--- src/rtl/fib_sched_if.sv ---
// fib_sched_if: requester-side bundle for fib_job_scheduler.
// Carries job requests, one-hot grants, busy and tagged responses.
interface fib_sched_if #(
   parameter int NUM_REQ     = 4,
   parameter int DATA_WIDTH  = 64,
   parameter int ORDER_WIDTH = 16
);
   localparam int ID_W = $clog2(NUM_REQ);

   logic [NUM_REQ-1:0]             req;
   logic [NUM_REQ*ORDER_WIDTH-1:0] req_order;
   logic [NUM_REQ*DATA_WIDTH-1:0]  req_start;
   logic [NUM_REQ-1:0]             gnt;
   logic                           busy;
   logic                           rsp_valid;
   logic [ID_W-1:0]                rsp_id;
   logic [DATA_WIDTH-1:0]          rsp_data;
   logic                           rsp_error;
   logic                           rsp_overflow;
   logic                           rsp_timeout;

   modport master (
      output req, req_order, req_start,
      input  gnt, busy, rsp_valid, rsp_id,
      input  rsp_data, rsp_error, rsp_overflow,
      input  rsp_timeout
   );

   modport slave (
      input  req, req_order, req_start,
      output gnt, busy, rsp_valid, rsp_id,
      output rsp_data, rsp_error, rsp_overflow,
      output rsp_timeout
   );
endinterface

--- src/rtl/fib_job_scheduler.sv ---
// fib_job_scheduler: round-robin sharing of one Fibonacci generator.
// Optional order precheck enabled by defining FIB_SCHED_PRECHECK_EN.
module fib_job_scheduler #(
   parameter int NUM_REQ        = 4,
   parameter int DATA_WIDTH     = 64,
   parameter int ORDER_WIDTH    = 16,
   parameter int TIMEOUT_CYCLES = 1024,
   parameter int MAX_ORDER      = 93
) (
   input  logic                   clk,
   input  logic                   reset,
   fib_sched_if.slave             bus,
   output logic                   gen_reset_n,
   output logic                   gen_load,
   output logic                   gen_clear,
   output logic [ORDER_WIDTH-1:0] gen_order,
   output logic [DATA_WIDTH-1:0]  gen_data_in,
   input  logic                   gen_done,
   input  logic                   gen_error,
   input  logic                   gen_overflow,
   input  logic [DATA_WIDTH-1:0]  gen_data_out
);
   localparam int ID_W  = $clog2(NUM_REQ);
   localparam int CNT_W = $clog2(TIMEOUT_CYCLES + 1);

   localparam logic [2:0] S_IDLE    = 3'd0;
   localparam logic [2:0] S_LOAD    = 3'd1;
   localparam logic [2:0] S_RUN     = 3'd2;
   localparam logic [2:0] S_RESP    = 3'd3;
   localparam logic [2:0] S_CLEAR   = 3'd4;
   localparam logic [2:0] S_RECOVER = 3'd5;

   logic [2:0]             r_state;
   logic [ID_W-1:0]        r_ptr;
   logic [CNT_W-1:0]       r_cnt;
   logic                   r_rec;
   logic                   r_skip_clear;
   logic                   r_pre_ovf;
   logic [ID_W-1:0]        r_job_id;
   logic [ORDER_WIDTH-1:0] r_job_order;
   logic [DATA_WIDTH-1:0]  r_job_start;
   logic [ID_W-1:0]        r_rsp_id;
   logic [DATA_WIDTH-1:0]  r_rsp_data;
   logic                   r_rsp_err;
   logic                   r_rsp_ovf;
   logic                   r_rsp_to;

   logic                   w_found;
   logic [ID_W-1:0]        w_win;
   logic [ID_W:0]          w_sum;
   logic [ID_W-1:0]        w_ptr_nxt;
   logic [ORDER_WIDTH-1:0] w_ord;
   logic [DATA_WIDTH-1:0]  w_start;
   logic                   w_pre_ovf;
   logic                   w_gen_hit;
   logic                   w_tc;

   // Round-robin search: first pending requester at or after r_ptr.
   always_comb begin
      w_found = 1'b0;
      w_win   = '0;
      w_sum   = '0;
      for (int i = 0; i < NUM_REQ; i++) begin
         w_sum = {1'b0, r_ptr} + (ID_W+1)'(i);
         if (w_sum >= (ID_W+1)'(NUM_REQ))
            w_sum = w_sum - (ID_W+1)'(NUM_REQ);
         if (!w_found && bus.req[w_sum[ID_W-1:0]]) begin
            w_found = 1'b1;
            w_win   = w_sum[ID_W-1:0];
         end
      end
   end

   // Select the winner's packed order and start value.
   always_comb begin
      w_ord   = '0;
      w_start = '0;
      for (int i = 0; i < NUM_REQ; i++) begin
         if (ID_W'(i) == w_win) begin
            w_ord   = bus.req_order[i*ORDER_WIDTH +: ORDER_WIDTH];
            w_start = bus.req_start[i*DATA_WIDTH +: DATA_WIDTH];
         end
      end
   end

   assign w_ptr_nxt = (w_win == ID_W'(NUM_REQ-1)) ?
                      '0 : w_win + 1'b1;

`ifdef FIB_SCHED_PRECHECK_EN
   assign w_pre_ovf = (w_ord > ORDER_WIDTH'(MAX_ORDER));
`else
   assign w_pre_ovf = 1'b0;
`endif

   assign w_gen_hit = gen_done | gen_error;
   assign w_tc      = (r_cnt == CNT_W'(TIMEOUT_CYCLES-1));

   // Main job sequencer: arbitrate, load, run, respond, clean up.
   always_ff @(posedge clk) begin
      if (reset) begin
         r_state      <= S_IDLE;
         r_ptr        <= '0;
         r_cnt        <= '0;
         r_rec        <= 1'b0;
         r_skip_clear <= 1'b0;
         r_pre_ovf    <= 1'b0;
         r_job_id     <= '0;
         r_job_order  <= '0;
         r_job_start  <= '0;
      end else begin
         case (r_state)
            S_IDLE: begin
               if (w_found) begin
                  r_job_id    <= w_win;
                  r_job_order <= w_ord;
                  r_job_start <= w_start;
                  r_pre_ovf   <= w_pre_ovf;
                  r_ptr       <= w_ptr_nxt;
                  r_state     <= S_LOAD;
               end
            end
            S_LOAD: begin
               r_cnt <= '0;
               if (r_pre_ovf) begin
                  r_skip_clear <= 1'b1;
                  r_state      <= S_RESP;
               end else begin
                  r_skip_clear <= 1'b0;
                  r_state      <= S_RUN;
               end
            end
            S_RUN: begin
               if (w_gen_hit) begin
                  r_state <= S_RESP;
               end else if (w_tc) begin
                  r_rec   <= 1'b0;
                  r_state <= S_RECOVER;
               end else begin
                  r_cnt <= r_cnt + 1'b1;
               end
            end
            S_RECOVER: begin
               if (r_rec) begin
                  r_skip_clear <= 1'b1;
                  r_state      <= S_RESP;
               end else begin
                  r_rec <= 1'b1;
               end
            end
            S_RESP: begin
               r_state <= r_skip_clear ? S_IDLE : S_CLEAR;
            end
            S_CLEAR: begin
               r_state <= S_IDLE;
            end
            default: begin
               r_state <= S_IDLE;
            end
         endcase
      end
   end

   // Response registers: loaded on entry to RESP, held until next RESP.
   always_ff @(posedge clk) begin
      if (reset) begin
         r_rsp_id   <= '0;
         r_rsp_data <= '0;
         r_rsp_err  <= 1'b0;
         r_rsp_ovf  <= 1'b0;
         r_rsp_to   <= 1'b0;
      end else if (r_state == S_LOAD && r_pre_ovf) begin
         r_rsp_id   <= r_job_id;
         r_rsp_data <= '0;
         r_rsp_err  <= 1'b0;
         r_rsp_ovf  <= 1'b1;
         r_rsp_to   <= 1'b0;
      end else if (r_state == S_RUN && w_gen_hit) begin
         r_rsp_id   <= r_job_id;
         r_rsp_data <= gen_data_out;
         r_rsp_err  <= gen_error;
         r_rsp_ovf  <= gen_overflow;
         r_rsp_to   <= 1'b0;
      end else if (r_state == S_RECOVER && r_rec) begin
         r_rsp_id   <= r_job_id;
         r_rsp_data <= '0;
         r_rsp_err  <= 1'b0;
         r_rsp_ovf  <= 1'b0;
         r_rsp_to   <= 1'b1;
      end
   end

   assign bus.busy      = (r_state != S_IDLE);
   assign bus.gnt       = (r_state == S_LOAD) ?
                          (NUM_REQ'(1) << r_job_id) : '0;
   assign bus.rsp_valid = (r_state == S_RESP);
   assign bus.rsp_id       = r_rsp_id;
   assign bus.rsp_data     = r_rsp_data;
   assign bus.rsp_error    = r_rsp_err;
   assign bus.rsp_overflow = r_rsp_ovf;
   assign bus.rsp_timeout  = r_rsp_to;

   assign gen_load    = (r_state == S_LOAD) && !r_pre_ovf;
   assign gen_clear   = (r_state == S_CLEAR);
   assign gen_reset_n = !reset && (r_state != S_RECOVER);
   assign gen_order   = r_job_order;
   assign gen_data_in = r_job_start;
endmodule

--- src/flat_wrapper.sv ---
// flat-port wrapper written by rule: the top's interface ports become plain ports
module fib_job_scheduler_flat 
#(
   parameter int NUM_REQ        = 4,
   parameter int DATA_WIDTH     = 64,
   parameter int ORDER_WIDTH    = 16,
   parameter int TIMEOUT_CYCLES = 1024,
   parameter int MAX_ORDER      = 93
)
  (clk, reset, gen_reset_n, gen_load, gen_clear, gen_order, gen_data_in, gen_done, gen_error, gen_overflow, gen_data_out, bus_req, bus_req_order, bus_req_start, bus_gnt, bus_busy, bus_rsp_valid, bus_rsp_id, bus_rsp_data, bus_rsp_error, bus_rsp_overflow, bus_rsp_timeout);
  fib_sched_if #(.NUM_REQ(NUM_REQ), .DATA_WIDTH(DATA_WIDTH), .ORDER_WIDTH(ORDER_WIDTH)) bus_i ();
  input  logic clk;
  input  logic reset;
  output logic gen_reset_n;
  output logic gen_load;
  output logic gen_clear;
  output logic [ORDER_WIDTH-1:0] gen_order;
  output logic [DATA_WIDTH-1:0] gen_data_in;
  input  logic gen_done;
  input  logic gen_error;
  input  logic gen_overflow;
  input  logic [DATA_WIDTH-1:0] gen_data_out;
  input wire logic [$bits(bus_i.req)-1:0] bus_req;
  input wire logic [$bits(bus_i.req_order)-1:0] bus_req_order;
  input wire logic [$bits(bus_i.req_start)-1:0] bus_req_start;
  output wire logic [$bits(bus_i.gnt)-1:0] bus_gnt;
  output wire logic [$bits(bus_i.busy)-1:0] bus_busy;
  output wire logic [$bits(bus_i.rsp_valid)-1:0] bus_rsp_valid;
  output wire logic [$bits(bus_i.rsp_id)-1:0] bus_rsp_id;
  output wire logic [$bits(bus_i.rsp_data)-1:0] bus_rsp_data;
  output wire logic [$bits(bus_i.rsp_error)-1:0] bus_rsp_error;
  output wire logic [$bits(bus_i.rsp_overflow)-1:0] bus_rsp_overflow;
  output wire logic [$bits(bus_i.rsp_timeout)-1:0] bus_rsp_timeout;
  assign bus_i.req = bus_req;
  assign bus_i.req_order = bus_req_order;
  assign bus_i.req_start = bus_req_start;
  assign bus_gnt = bus_i.gnt;
  assign bus_busy = bus_i.busy;
  assign bus_rsp_valid = bus_i.rsp_valid;
  assign bus_rsp_id = bus_i.rsp_id;
  assign bus_rsp_data = bus_i.rsp_data;
  assign bus_rsp_error = bus_i.rsp_error;
  assign bus_rsp_overflow = bus_i.rsp_overflow;
  assign bus_rsp_timeout = bus_i.rsp_timeout;
  fib_job_scheduler #(.NUM_REQ(NUM_REQ), .DATA_WIDTH(DATA_WIDTH), .ORDER_WIDTH(ORDER_WIDTH), .TIMEOUT_CYCLES(TIMEOUT_CYCLES), .MAX_ORDER(MAX_ORDER)) u_core (.clk(clk), .reset(reset), .bus(bus_i), .gen_reset_n(gen_reset_n), .gen_load(gen_load), .gen_clear(gen_clear), .gen_order(gen_order), .gen_data_in(gen_data_in), .gen_done(gen_done), .gen_error(gen_error), .gen_overflow(gen_overflow), .gen_data_out(gen_data_out));
endmodule
--- config.mk ---
export PLATFORM = sky130hd
export DESIGN_NAME = fib_job_scheduler_flat
export DESIGN_NICKNAME = d
export VERILOG_FILES = /design/src/rtl/fib_sched_if.sv /design/src/rtl/fib_job_scheduler.sv /design/src/flat_wrapper.sv
export SDC_FILE = /design/constraint.sdc
export NUM_CORES = 1
export LEC_CHECK = 0
export BUFFER_PORTS_ARGS = -buffer_cell sky130_fd_sc_hd__buf_2
export CAP_MARGIN = 20
export CORE_AREA = 3 3 211 213
export DETAILED_ROUTE_END_ITERATION = 10
export DIE_AREA = 0 0 214 216
export SLEW_MARGIN = 20
export SYNTH_ARGS = -nofsm -noshare
export SYNTH_HDL_FRONTEND = slang
export SYNTH_SLANG_ARGS = --single-unit
--- constraint.sdc ---
create_clock -name clk -period 6 [get_ports clk]
set_input_delay 0.3 -clock clk [delete_from_list [all_inputs] [get_ports clk]]
set_output_delay 0.3 -clock clk [all_outputs]
set_load 0.05 [all_outputs]
# Yosys cells after proc, flatten, opt, wreduce, memory -nomap -nowiden
# Index checks and enable logic that the tools add are counted.
[totals] register_bits=169 in_bits=393 output_inout_bits=158 word_cells=124
[classes] addsub=9 order_cmp=8 eq_ne=17 shift=1 mux=51 n_bitwise=1 reduce_logical=24
[ops] cell="$mux W64" count=6
[ops] cell="$mux W16" count=4
[ops] cell="$mux W11" count=2
[ops] cell="$mux W2" count=11
[ops] cell="$pmux W11 S2" count=1
[ops] cell="$mux W3" count=5
[ops] cell="$pmux W3 S5" count=1
[ops] cell="$mux W1" count=14
[ops] cell="$lt A2 B3 Y1 const B" count=4
[ops] cell="$add A11 B1 Y11 const B" count=1
[ops] cell="$eq A11 B10 Y1 const B" count=1
[ops] cell="$ge A3 B3 Y1 const B" count=3
[ops] cell="$reduce_and A3 Y1" count=3
[ops] cell="$bmux W1 S2" count=4
[ops] cell="$reduce_bool A2 Y1" count=4
[ops] cell="$sub A2 B1 Y2 const B" count=4
[ops] cell="$add A2 B2 Y3 const B" count=2
[ops] cell="$eq A3 B2 Y1 const B" count=2
[ops] cell="$eq A3 B3 Y1 const B" count=2
[ops] cell="$logic_and A1 B1 Y1" count=6
[ops] cell="$ne A2 B1 Y1 const B" count=3
[ops] cell="$reduce_bool A3 Y1" count=2
[ops] cell="$eq A2 B2 Y1 const A" count=2
[ops] cell="$logic_not A1 Y1" count=4
[ops] cell="17 further kinds" count=20

# Longest topological paths before layout
# Gate-level depths: netlist of run 1.
[logic_depth] word_depth=19 ltp_mapped=12 mapped_depth_nobuf=9

# Least setup slack after synthesis of run 1
# Ideal clock, no wire load.
[synth_timing] kind="input -> register" startpoint="in bus_req[0]" endpoint="reg u_core.r_job_start[13] (netlist: u_core.gen_data_in[13])" setup_ns=0.078 arrival_time_ns=2.345 required_ns=5.922 slack_ns=3.577 path_stages=10 n_path_buf=3 cell_sequence="or4_1 > and2_1 > ha_1 > clkbuf_1 > nor2b_1 > buf_2 > buf_2 > a221oi_1 > o311a_1 > nor3_1"
[synth_between] elab_chain_cells=17 word_cells_on_any_way=31 cone_classes="eq/ne: 3; mux: 20; reduce/logical: 8"
[synth_rtl] element="start, declared" line="flat_wrapper.sv:23" rtl="input wire logic [$bits(bus_i.req)-1:0] bus_req;"
[synth_rtl] element="$bmux W1 S2" line="fib_job_scheduler.sv:67" rtl="if (!w_found && bus.req[w_sum[ID_W-1:0]]) begin"
[synth_rtl] element="$mux W1 (implied by the code)" line="fib_job_scheduler.sv:67"
[synth_rtl] element="$mux W1" line="fib_job_scheduler.sv:67"
[synth_rtl] element="$logic_not A1 Y1" line="fib_job_scheduler.sv:67"
[synth_rtl] element="$logic_and A1 B1 Y1" line="fib_job_scheduler.sv:67"
[synth_rtl] element="$mux W1" line="fib_job_scheduler.sv:67"
[synth_rtl] element="$logic_not A1 Y1" line="fib_job_scheduler.sv:67"
[synth_rtl] element="$logic_and A1 B1 Y1" line="fib_job_scheduler.sv:67"
[synth_rtl] element="$mux W1" line="fib_job_scheduler.sv:67"
[synth_rtl] element="$logic_not A1 Y1" line="fib_job_scheduler.sv:67"
[synth_rtl] element="$logic_and A1 B1 Y1" line="fib_job_scheduler.sv:67"
[synth_rtl] element="$mux W2 (*)" line="fib_job_scheduler.sv:67"
[synth_rtl] element="via u_core.w_win[0]" line="fib_job_scheduler.sv:49" rtl="logic [ID_W-1:0] w_win;"
[synth_rtl] element="$logic_not A2 Y1" line="fib_job_scheduler.sv:79" rtl="if (ID_W'(i) == w_win) begin"
[synth_rtl] element="$mux W64 (3 in series)" line="fib_job_scheduler.sv:79"
[synth_rtl] element="$mux W64 (*)" line="fib_job_scheduler.sv:79"
[synth_rtl] element="end signal, assigned" line="fib_job_scheduler.sv:116" rtl="r_job_start <= w_start;"
[synth_rtl] element="end, declared" line="fib_job_scheduler.sv:41" rtl="logic [DATA_WIDTH-1:0] r_job_start;"
# The timed path passes the listed nets; every way through them passes the cells marked *. The select of a mux whose other input is x is not followed.
# A chain may end at the register's enable or synchronous reset.

# Worst setup path after layout of run 1
[layout_timing] startpoint="reg u_core.r_ptr[1]" endpoint="reg u_core.r_job_start[52] (netlist: u_core.gen_data_in[52])"
[layout_between] elab_chain_cells=19 word_cells_on_any_way=46 cone_classes="add/sub: 7; order compare: 4; eq/ne: 3; mux: 24; reduce/logical: 8"
[layout_rtl] element="start, declared" line="fib_job_scheduler.sv:34" rtl="logic [ID_W-1:0] r_ptr;"
[layout_rtl] element="start signal, assigned" line="fib_job_scheduler.sv:118" rtl="r_ptr <= w_ptr_nxt;"
[layout_rtl] element="branches (longest 19 deep; another with $add A2 B1 Y3)"
# Parallel ways; which one is timed is not known. The select of a mux whose other input is x is not followed.

==> results of run 1 <==
## flip-flops by register name, summed over array words and instances (netlist names)
name and cells:
u_core.r_rec 1, u_core.gen_data_in 64, u_core.r_cnt 11, u_core.gen_order 16, u_core.r_skip_clear 1, u_core.bus.rsp_overflow 1, u_core.bus.rsp_id 2, u_core.r_job_id 2
u_core.r_state 3, u_core.bus.rsp_timeout 1, u_core.bus.rsp_data 64, u_core.r_ptr 2, u_core.bus.rsp_error 1
## logic make-up (layout without fill, tap and decap cells)
kind of cell,count (synthesis),in the layout,synth area share [%]
multiplexers,3,3,0.3557
AO/OA/AOI/OAI,264,264,26.69
AND/OR/NAND/NOR,469,469,26.24
adder cells (fa/ha/maj),5,5,0.7410
other,0,2,0
flip-flops,169,169,40.07
buffers and inverters,113,600,5.898
## worst min path at each step
| stage | startpoint | to | slack, ps | cells after the start |
|---|---|---|---|---|
| after global routing | gen_data_out[61] | u_core.bus.rsp_data[61] | 30 | 3 |
| after floorplan | gen_error | u_core.bus.rsp_error | 430 | 2 |
| after CTS | gen_data_out[22] | u_core.bus.rsp_data[22] | 2 | 3 |
| after detailed placement | u_core.r_cnt[9] | u_core.r_cnt[9] | 470 | 1 |
| final | gen_data_out[22] | u_core.bus.rsp_data[22] | 60 | 3 |
| after global placement | u_core.r_cnt[9] | u_core.r_cnt[9] | 470 | 1 |
## cell type report
type,instances,share of cell area (%)
antenna,2,0.04077
timing repair buffer,562,23.38
sequential,169,27.56
clock buffer,19,3.689
inverter,6,0.1834
multi-input combinational,741,37.74
clock inverter,13,1.447
tap,585,5.962
## power groups by stage
stage	Clock, mW	Combinational (mW)	Sequential, mW
finish	1.20	2.19	1.40
floorplan	0	1.02	1.97
CTS	1.25	2.21	1.40
detailed placement	0	2.21	1.42
global placement	0	2.19	1.42
global route	1.28	2.36	1.42
## worst register-to-register path: cells and delay by family (launching register included)
kind / cells / cell delay (ps)
AND/OR/NAND/NOR: 2 / 990
buffers and inverters: 1 / 570
AO/OA/AOI/OAI: 4 / 1220
adder cells (fa/ha/maj): 1 / 260
flip-flops: 1 / 390
## synthesized netlist by cell type, drive strengths merged (2+ instances only)
master and instances:
a211oi 4, a21o 2, a21oi 13, a221oi 81
a22oi 65, and2 2, and3 2, buf 42
clkbuf 65, dfxtp 169, ha 5, inv 6
mux2i 3, nand2 96, nand2b 3, nand3 4
nand3b 4, nand4 7, nor2 163, nor2b 84
nor3 84, nor3b 4, nor4 3, o21ai 3
o311a 80, o311ai 3, o31ai 6, or2 2
or3 2, or4 6
## metrics by stage
stage	utilization [%]	setup WS, ps	power (mW)	hold WS [ps]	std cells
after floorplan	-	3577	2.993	432.5	1023
after global placement	27.14	2312	3.601	468.3	2063
after detailed placement	27.14	2245	3.629	474.3	2063
after CTS	28.61	2366	4.866	2.491	2095
after global routing	28.63	2098	5.056	34.58	2097
final	28.63	2466	4.789	61.48	2097
## metal layers
metal	vias up	global-route usage, %	part of all wire, %
met2	474	25.11	48
li1	4761	-	-
met5	-	0	0
met4	0	8.082	3.9
met3	53	4.632	7.6
met1	4734	17.75	40
==> metrics, run 1 <==
Pre-antenna DRT Iters=5; Worst R2R Setup Slack=2470 ps; Post-Syn Instances=1023; root buf cell=clkbuf_16; global-route wire length before repair=55390 um; Crit. End Element=flip-flop; instance count on the critical path=8; sequential share of power=29.2%; largest net degree at the start of global routing=110; die footprint=46220 um^2; Max Root-Sink Buffers=2; Routability Congestion=0.9781; crit path max fanout=40; cts hold-fix bufs=0; Top FF cell, synth=dfxtp_1; launch point of the critical path=u_core.r_ptr[1]; synthesized flop and latch total=169; final setup fails=0; most frequent cells in the layout=buf_2 (549), dfxtp_1 (169), nor2_1 (161), nand2_1 (95), nor3_1 (84); crit path DAT=3930 ps; Clk pwr share=25.1%; Final period util=58.90%; setup TNS=0 ps; DR WL/cell=17.39 um; GR Overflow Total=0; Worst-Skew Late Latency=490 ps; Req. time, crit path=6390 ps; final-report hold violation count=0; Worst R2R End=u_core.gen_data_in[52]; Multi-input gate area=4633 um^2; Slew HR=30.26%; Worst setup SP type=flip-flop; Core ar.=42890 um^2; Chip Height=216 um; Post-CTS Resized=0; setup bufs post-CTS=0; Cell Pwr Density=390.1 nW/um^2; Final nets=1895; Sequential Area=3383 um^2; FF-to-FF Start=u_core.r_ptr[1]; Seq/Total Area, Yosys=40.07%; Syn-to-layout area delta=45.41%; delay-heaviest family, CP=compound AO/OA/AOI/OAI gates; initial antenna violation count=2; Avg Cell Area, Syn=8.253 um^2; RSZ-0062 raised after global routing=false; Slew @ Worst Pin=1046 ps; Synth async-reset ratio=0%; FMAX=283.0 MHz; top cell type's share of synthesized area=40.07%; R2R depth=8; Final Skew=14.31 ps; Design Area, Final=12280 um^2; TritonCTS clock tree=built; via count=10020; Comb power frac=45.8%; Filler cells=4619; Clock transition at path regs=70 ps; CTS Buf Count=17; clock net sink count=169; Syn Nets=1421; cell taking the most area after synthesis=dfxtp_1; Distinct cells, synth=44; yosys warns=0; Die X-Extent=214 um; leakage=5.613 nW; Global Route Usage Sum=15.21%; worst path bufs/invs=1; fin. max-slew vios=0; layout cells sized above 1=40.07%; vias in the first global route=9708; Initial DRC Count=774; outcome=finished clean; post-DR vias/cell=4.779; PortBufs=550; Placement Rows=76; CP Capture Point=u_core.gen_data_in[52]; H-tree depth=4; CP max-delay cell=nor2b_4; Post-route DRC=0; placed inst area=11640 um^2; Final min period=3534 ps; number of synthesized flops with an enable pin=0; maximum vdd drop=0.2247 mV; synthesized area=8443 um^2; Initial Utilization=19.69%; switching share of total power=44.23%; Synth area leaders=dfxtp_1 (40%), o311a_1 (9.5%), a221oi_1 (8.4%), nor2_1 (7.2%), nor2b_1 (6.2%); internal power=2.671 mW; switching pwr=2.118 mW; I/O pins=551; final antenna-violating net count=0; hpwl dp=26510 um; commonest non-fill, non-tap cell in the layout=buf_2; critical path class=reg -> reg; min-delay worst type=in -> reg; CP Cell Sequence=a21oi_1 -> o31ai_1 -> ha_1 -> nor2b_4 -> buf_4 -> a221oi_1 -> o311a_1 -> nor3_1; max-cap check violation count=0; Worst path max stage delay=820 ps; Routed WL=36470 um
Note: power is estimated with default switching activity, not from simulation.
==> inputs of run 2 (changes only) <==
clock period = 3.3 ns   (was 6 ns; I/O delays follow)
==> run 2 against run 1 <==
Compared with the run above: sequential cell count stayed put; combinational power is 88% higher; via count is 3.4% higher; die area stayed put; critical endpoint is now u_core.gen_data_in[56]; highest routed layer unchanged.
==> metrics, run 2 (synthesis results as in run 1) <==
Clock transition at path regs=70 ps (about the same); CTS Buf Count=17 (unchanged); crit path max fanout=76 (+90%); H-tree depth=4 (unchanged); initial antenna violation count=2 (unchanged); Crit. End Element=flip-flop; Placement Rows=76 (unchanged); TritonCTS clock tree=built; met2 GRT Util=25.35% (+0.24 points); setup bufs post-CTS=0 (unchanged); met1 Use GR=17.26% (-0.49 points); Cell Pwr Density=672.9 nW/um^2 (+73%); Chip Height=216 um (unchanged); Slew @ Worst Pin=748.7 ps (-297.3 ps); Final period util=82.24% (+23 points); commonest non-fill, non-tap cell in the layout=buf_2; Routed WL=37160 um (+1.9%); hpwl dp=26330 um (-0.68%); leakage=5.932 nW (+5.7%); Global Route Usage Sum=15.33% (+0.12 points); GR Overflow Total=0 (unchanged); crit path DAT=3100 ps (-830 ps); maximum vdd drop=0.3928 mV (+75%); worst setup margin=586.1 ps (-1880 ps); root buf cell=clkbuf_16; Post-CTS Resized=0 (unchanged); final-report hold violation count=0 (unchanged); vias in the first global route=10090 (+4.0%); Hold Path Depth=4 (+1); Final nets=1968 (+3.9%); Worst-Skew Late Latency=480 ps (about the same); Die X-Extent=214 um (unchanged); Pre-antenna DRT Iters=5 (unchanged); R2R depth=9 (+1); Final min period=2714 ps (-820.0 ps); Req. time, crit path=3690 ps (-2700 ps); critical path class=reg -> reg; DR WL/cell=17.13 um (-1.5%); pre-CTS WS=571.2 ps (-1674 ps); min-delay worst type=in -> reg; max-cap check violation count=0 (unchanged); largest net degree at the start of global routing=86 (-22%); most frequent cells in the layout=buf_2 (549), dfxtp_1 (169), nor2_1 (161), nand2_1 (95), nor3_1 (84); RSZ-0062 raised after global routing=false; FMAX=368.5 MHz (+30%); Syn-to-layout area delta=54.52%; GR peak layer=met2; clock net sink count=169 (unchanged); final setup fails=0 (unchanged); I/O pins=551 (unchanged); die footprint=46220 um^2 (unchanged); Routability Congestion=0.9549 (-2.4%); met3 global-route usage=4.816% (+0.18 points); post-DR vias/cell=4.778 (about the same); PortBufs=550 (unchanged); final antenna-violating net count=0 (unchanged); setup TNS=0 ps (unchanged); Initial DRC Count=826 (+6.7%); Worst setup SP type=flip-flop; Final Skew=13.52 ps (-0.7864 ps); fin. max-slew vios=0 (unchanged); Core ar.=42890 um^2 (unchanged); global-route wire length before repair=56000 um (+1.1%); Max Root-Sink Buffers=2 (unchanged); outcome=finished clean; cts hold-fix bufs=67 (+67); layout cells sized above 1=38.50% (-1.6 points); Initial Utilization=19.69% (unchanged); via count=10360 (+3.4%); Slew HR=50.08% (+20 points); Post-route DRC=0 (unchanged)
[run 2: critical path, cell delays in order (launching register included)]
cell,delay [ps]
dfxtp_1,350
nor2b_1,210
o21ai_0,140
and3_1,210
nand2_1,150
ha_4,530
buf_12,330
a221oi_1,100
o311a_1,370
nor3_1,180
[run 2: power breakdown]
part | switching (mW) | internal [mW]
logic | 2.70 | 1.42
registers | 0.181 | 2.35
clock network | 0.963 | 1.16
total | 3.85 | 4.93
[run 2: final timing paths]
check	start	endpoint	slack, ps
worst max-delay path	u_core.r_ptr[0]	u_core.gen_data_in[56]	590
worst min-delay path	bus_req_order[58]	u_core.gen_order[10]	70
worst max register to register	u_core.r_ptr[0]	u_core.gen_data_in[56]	590
worst min register to register	u_core.gen_data_in[15]	u_core.gen_data_in[15]	490
[run 2: through the flow]
step	hold WS [ps]	power, mW	utilization [%]	instance area [um^2]	std cells
2_1_floorplan	297.5	5.442	-	8443	1023
3_3_place_gp	410.9	6.599	27.45	11770	2069
3_5_place_dp	421.1	6.651	27.45	11770	2069
4_1_cts	12.09	8.901	30.41	13040	2167
5_1_grt	44.41	9.261	30.42	13050	2169
6_report	72.88	8.779	30.42	13050	2169
[run 2: area by class of cell]
type | instances | area, um^2
Inverter | 6 | 22.52
Clock buffer | 19 | 442.9
Sequential cell | 169 | 3383
Tap cell | 585 | 732.0
Timing Repair Buffer | 635 | 3674
Clock inverter | 12 | 153.9
Fill cell | 4528 | 29840
Multi-Input combinational cell | 741 | 4633
Antenna cell | 2 | 5.005
[run 2: metal layers]
layer | routed length, um | vias to the layer above
li1 | - | 4916
met1 | 14680 | 4898
met4 | 1936 | 0
met2 | 17790 | 478
met3 | 2753 | 72
met5 | 0 | -
==> inputs of run 3 (changes only) <==
clock period = 2.7 ns   (was 3.3 ns; I/O delays follow)
==> run 3 against run 2 <==
Compared with the run above: sequential share of layout area shrank 0.32 points; global-route usage shrank 0.35 points; worst setup slack lost 490 ps; register-to-register slack lost 490 ps; via count shrank 0.90%; final cell count grew 0.32%; first-iteration DRC count shrank 22%; non-clock buffer count grew 7; sequential cell count is the same; critical path type unchanged.
==> metrics, run 3 (synthesis results as in run 1) <==
Final nets=1975 (+0.36%); Slew @ Worst Pin=714.2 ps (-34.52 ps); switching pwr=4.749 mW (+23%); Worst setup SP type=flip-flop; die footprint=46220 um^2 (unchanged); Routability Congestion=0.9532 (-0.18%); Worst R2R Setup Slack=90 ps (-490 ps); fin. max-slew vios=0 (unchanged); outcome=finished clean; Global Route Usage Sum=14.98% (-0.35 points); crit path DAT=2960 ps (-140 ps); Layout Cells excl Fill=2176 (+0.32%); GR Overflow Total=0 (unchanged); hpwl dp=26300 um (-0.12%); min-delay worst type=in -> reg; most frequent cells in the layout=buf_2 (549), dfxtp_1 (169), nor2_1 (161), nand2_1 (95), nor3_1 (83); final setup fails=0 (unchanged); post-DR vias/cell=4.720 (-1.2%); FMAX=383.6 MHz (+4.1%); top sig layer=met4; dpl cells=2072 (+0.14%); internal power=6.082 mW (+23%); H-tree depth=4 (unchanged); layout cells sized above 1=39.06% (+0.56 points); clock net sink count=169 (unchanged); largest net degree at the start of global routing=91 (+5.8%); via count=10270 (-0.90%); Req. time, crit path=3050 ps (-640 ps); initial antenna violation count=1 (-1); sequential share of power=28.6% (-0.3 points); CTS Buf Count=17 (unchanged); Clk pwr share=22.7% (-1.5 points); Syn-to-layout area delta=56.46%; global-route wire length before repair=55400 um (-1.1%); Crit. End Element=flip-flop; Die X-Extent=214 um (unchanged); worst hold slack=49.99 ps (-22.89 ps); leakage=6.001 nW (+1.2%); setup TNS=0 ps (unchanged); Max Root-Sink Buffers=2 (unchanged); crit path max fanout=20 (-74%); Core ar.=42890 um^2 (unchanged); Post-route DRC=0 (unchanged); met2 WL post-DR=18160 um (+2.1%); Comb power frac=48.6% (+1.6 points); switching share of total power=43.85% (about the same); final-report hold violation count=0 (unchanged); I/O pins=551 (unchanged); root buf cell=clkbuf_16; Initial Utilization=19.69% (unchanged); Chip Height=216 um (unchanged); Initial DRC Count=646 (-22%); PortBufs=550 (unchanged); Final min period=2607 ps (-107.2 ps); maximum vdd drop=0.4082 mV (+3.9%); RSZ-0062 raised after global routing=false; vias in the first global route=9925 (-1.7%); met3 WL=2751 um (about the same); Worst-Skew Late Latency=450 ps (-30 ps); met1 wire length=15020 um (+2.3%); max-cap check violation count=0 (unchanged); Clock transition at path regs=70 ps (about the same); Final period util=96.54% (+14 points); Pre-antenna DRT Iters=6 (+1); Routed WL=37610 um (+1.2%); Final Skew=18.60 ps (+5.076 ps); critical path class=reg -> reg; Placement Rows=76 (unchanged); Core Util, Final=30.80% (+0.38 points); Slew HR=52.39% (+2.3 points); commonest non-fill, non-tap cell in the layout=buf_2; Cell Pwr Density=819.9 nW/um^2 (+22%); DR WL/cell=17.28 um (+0.90%); final antenna-violating net count=0 (unchanged); TritonCTS clock tree=built
## run 3: cell types whose count changed in the layout (fill, tap and decap cells not counted), sizes merged
cell,delta
dlygate4sd3,-1
diode,-1
inv,-2
clkinv,+4
buf,+6
clkbuf,+1
bufinv,-1
clkinvlp,+1
## run 3: metal layers
layer | vias up | GRT usage, %
met5 | - | 0
met1 | 4775 | 16.98
met3 | 73 | 4.154
li1 | 4926 | -
met2 | 497 | 25.53
met4 | 0 | 8.283
## run 3: timing repair
| action | CTS | global route |
|---|---|---|
| hold buffers | 66 | 0 |
| gates resized for setup | 0 | 4 |
| hold endpoints to repair | 66 | 0 |
| setup buffers | 0 | 3 |
| endpoints found under the setup margin | 0 | 3 |
## run 3: final cells by class
type,count,area [um^2]
Antenna cell,1,2.502
Clock buffer,18,429.2
Tap cell,585,732.0
Fill cell,4472,29680
Inverter,6,22.52
Clock inverter,14,157.7
Timing Repair Buffer,642,3841
Sequential cell,169,3383
Multi-Input combinational cell,741,4642
## run 3: through the flow
step | total power [mW] | area, um^2 | setup WS [ps]
2_1_floorplan | 6.651 | 8443 | 329.3
4_1_cts | 10.79 | 13090 | 170.6
6_report | 10.83 | 13210 | 93.33
3_3_place_gp | 8.139 | 11850 | 232.2
3_5_place_dp | 8.183 | 11850 | 199.2
5_1_grt | 11.44 | 13210 | 12.63
## run 3: power groups by stage
stage / Combinational, mW / Sequential, mW / Clock, mW
floorplan: 2.27 / 4.38 / 0
CTS: 5.12 / 3.10 / 2.57
finish: 5.27 / 3.10 / 2.46
global route: 5.63 / 3.15 / 2.66
global placement: 5.00 / 3.14 / 0
detailed placement: 5.03 / 3.15 / 0
## run 3: worst paths after layout
kind,cells after the start,to,startpoint
worst max-delay path,12,u_core.gen_data_in[39],u_core.r_ptr[0]
worst max register to register,12,u_core.gen_data_in[39],u_core.r_ptr[0]
worst min-delay path,4,u_core.bus.rsp_error,gen_done
worst min register to register,2,u_core.gen_data_in[24],u_core.gen_data_in[24]
## run 3: worst max-delay path: stages (launching register included)
cell,delay [ps]
dfxtp_1,340
nand2b_1,170
a21o_1,180
and3_1,200
and2_2,240
ha_4,200
nor2b_4,140
buf_12,130
buf_12,100
clkbuf_16,190
a221oi_1,90
o311a_1,350
nor3_1,190
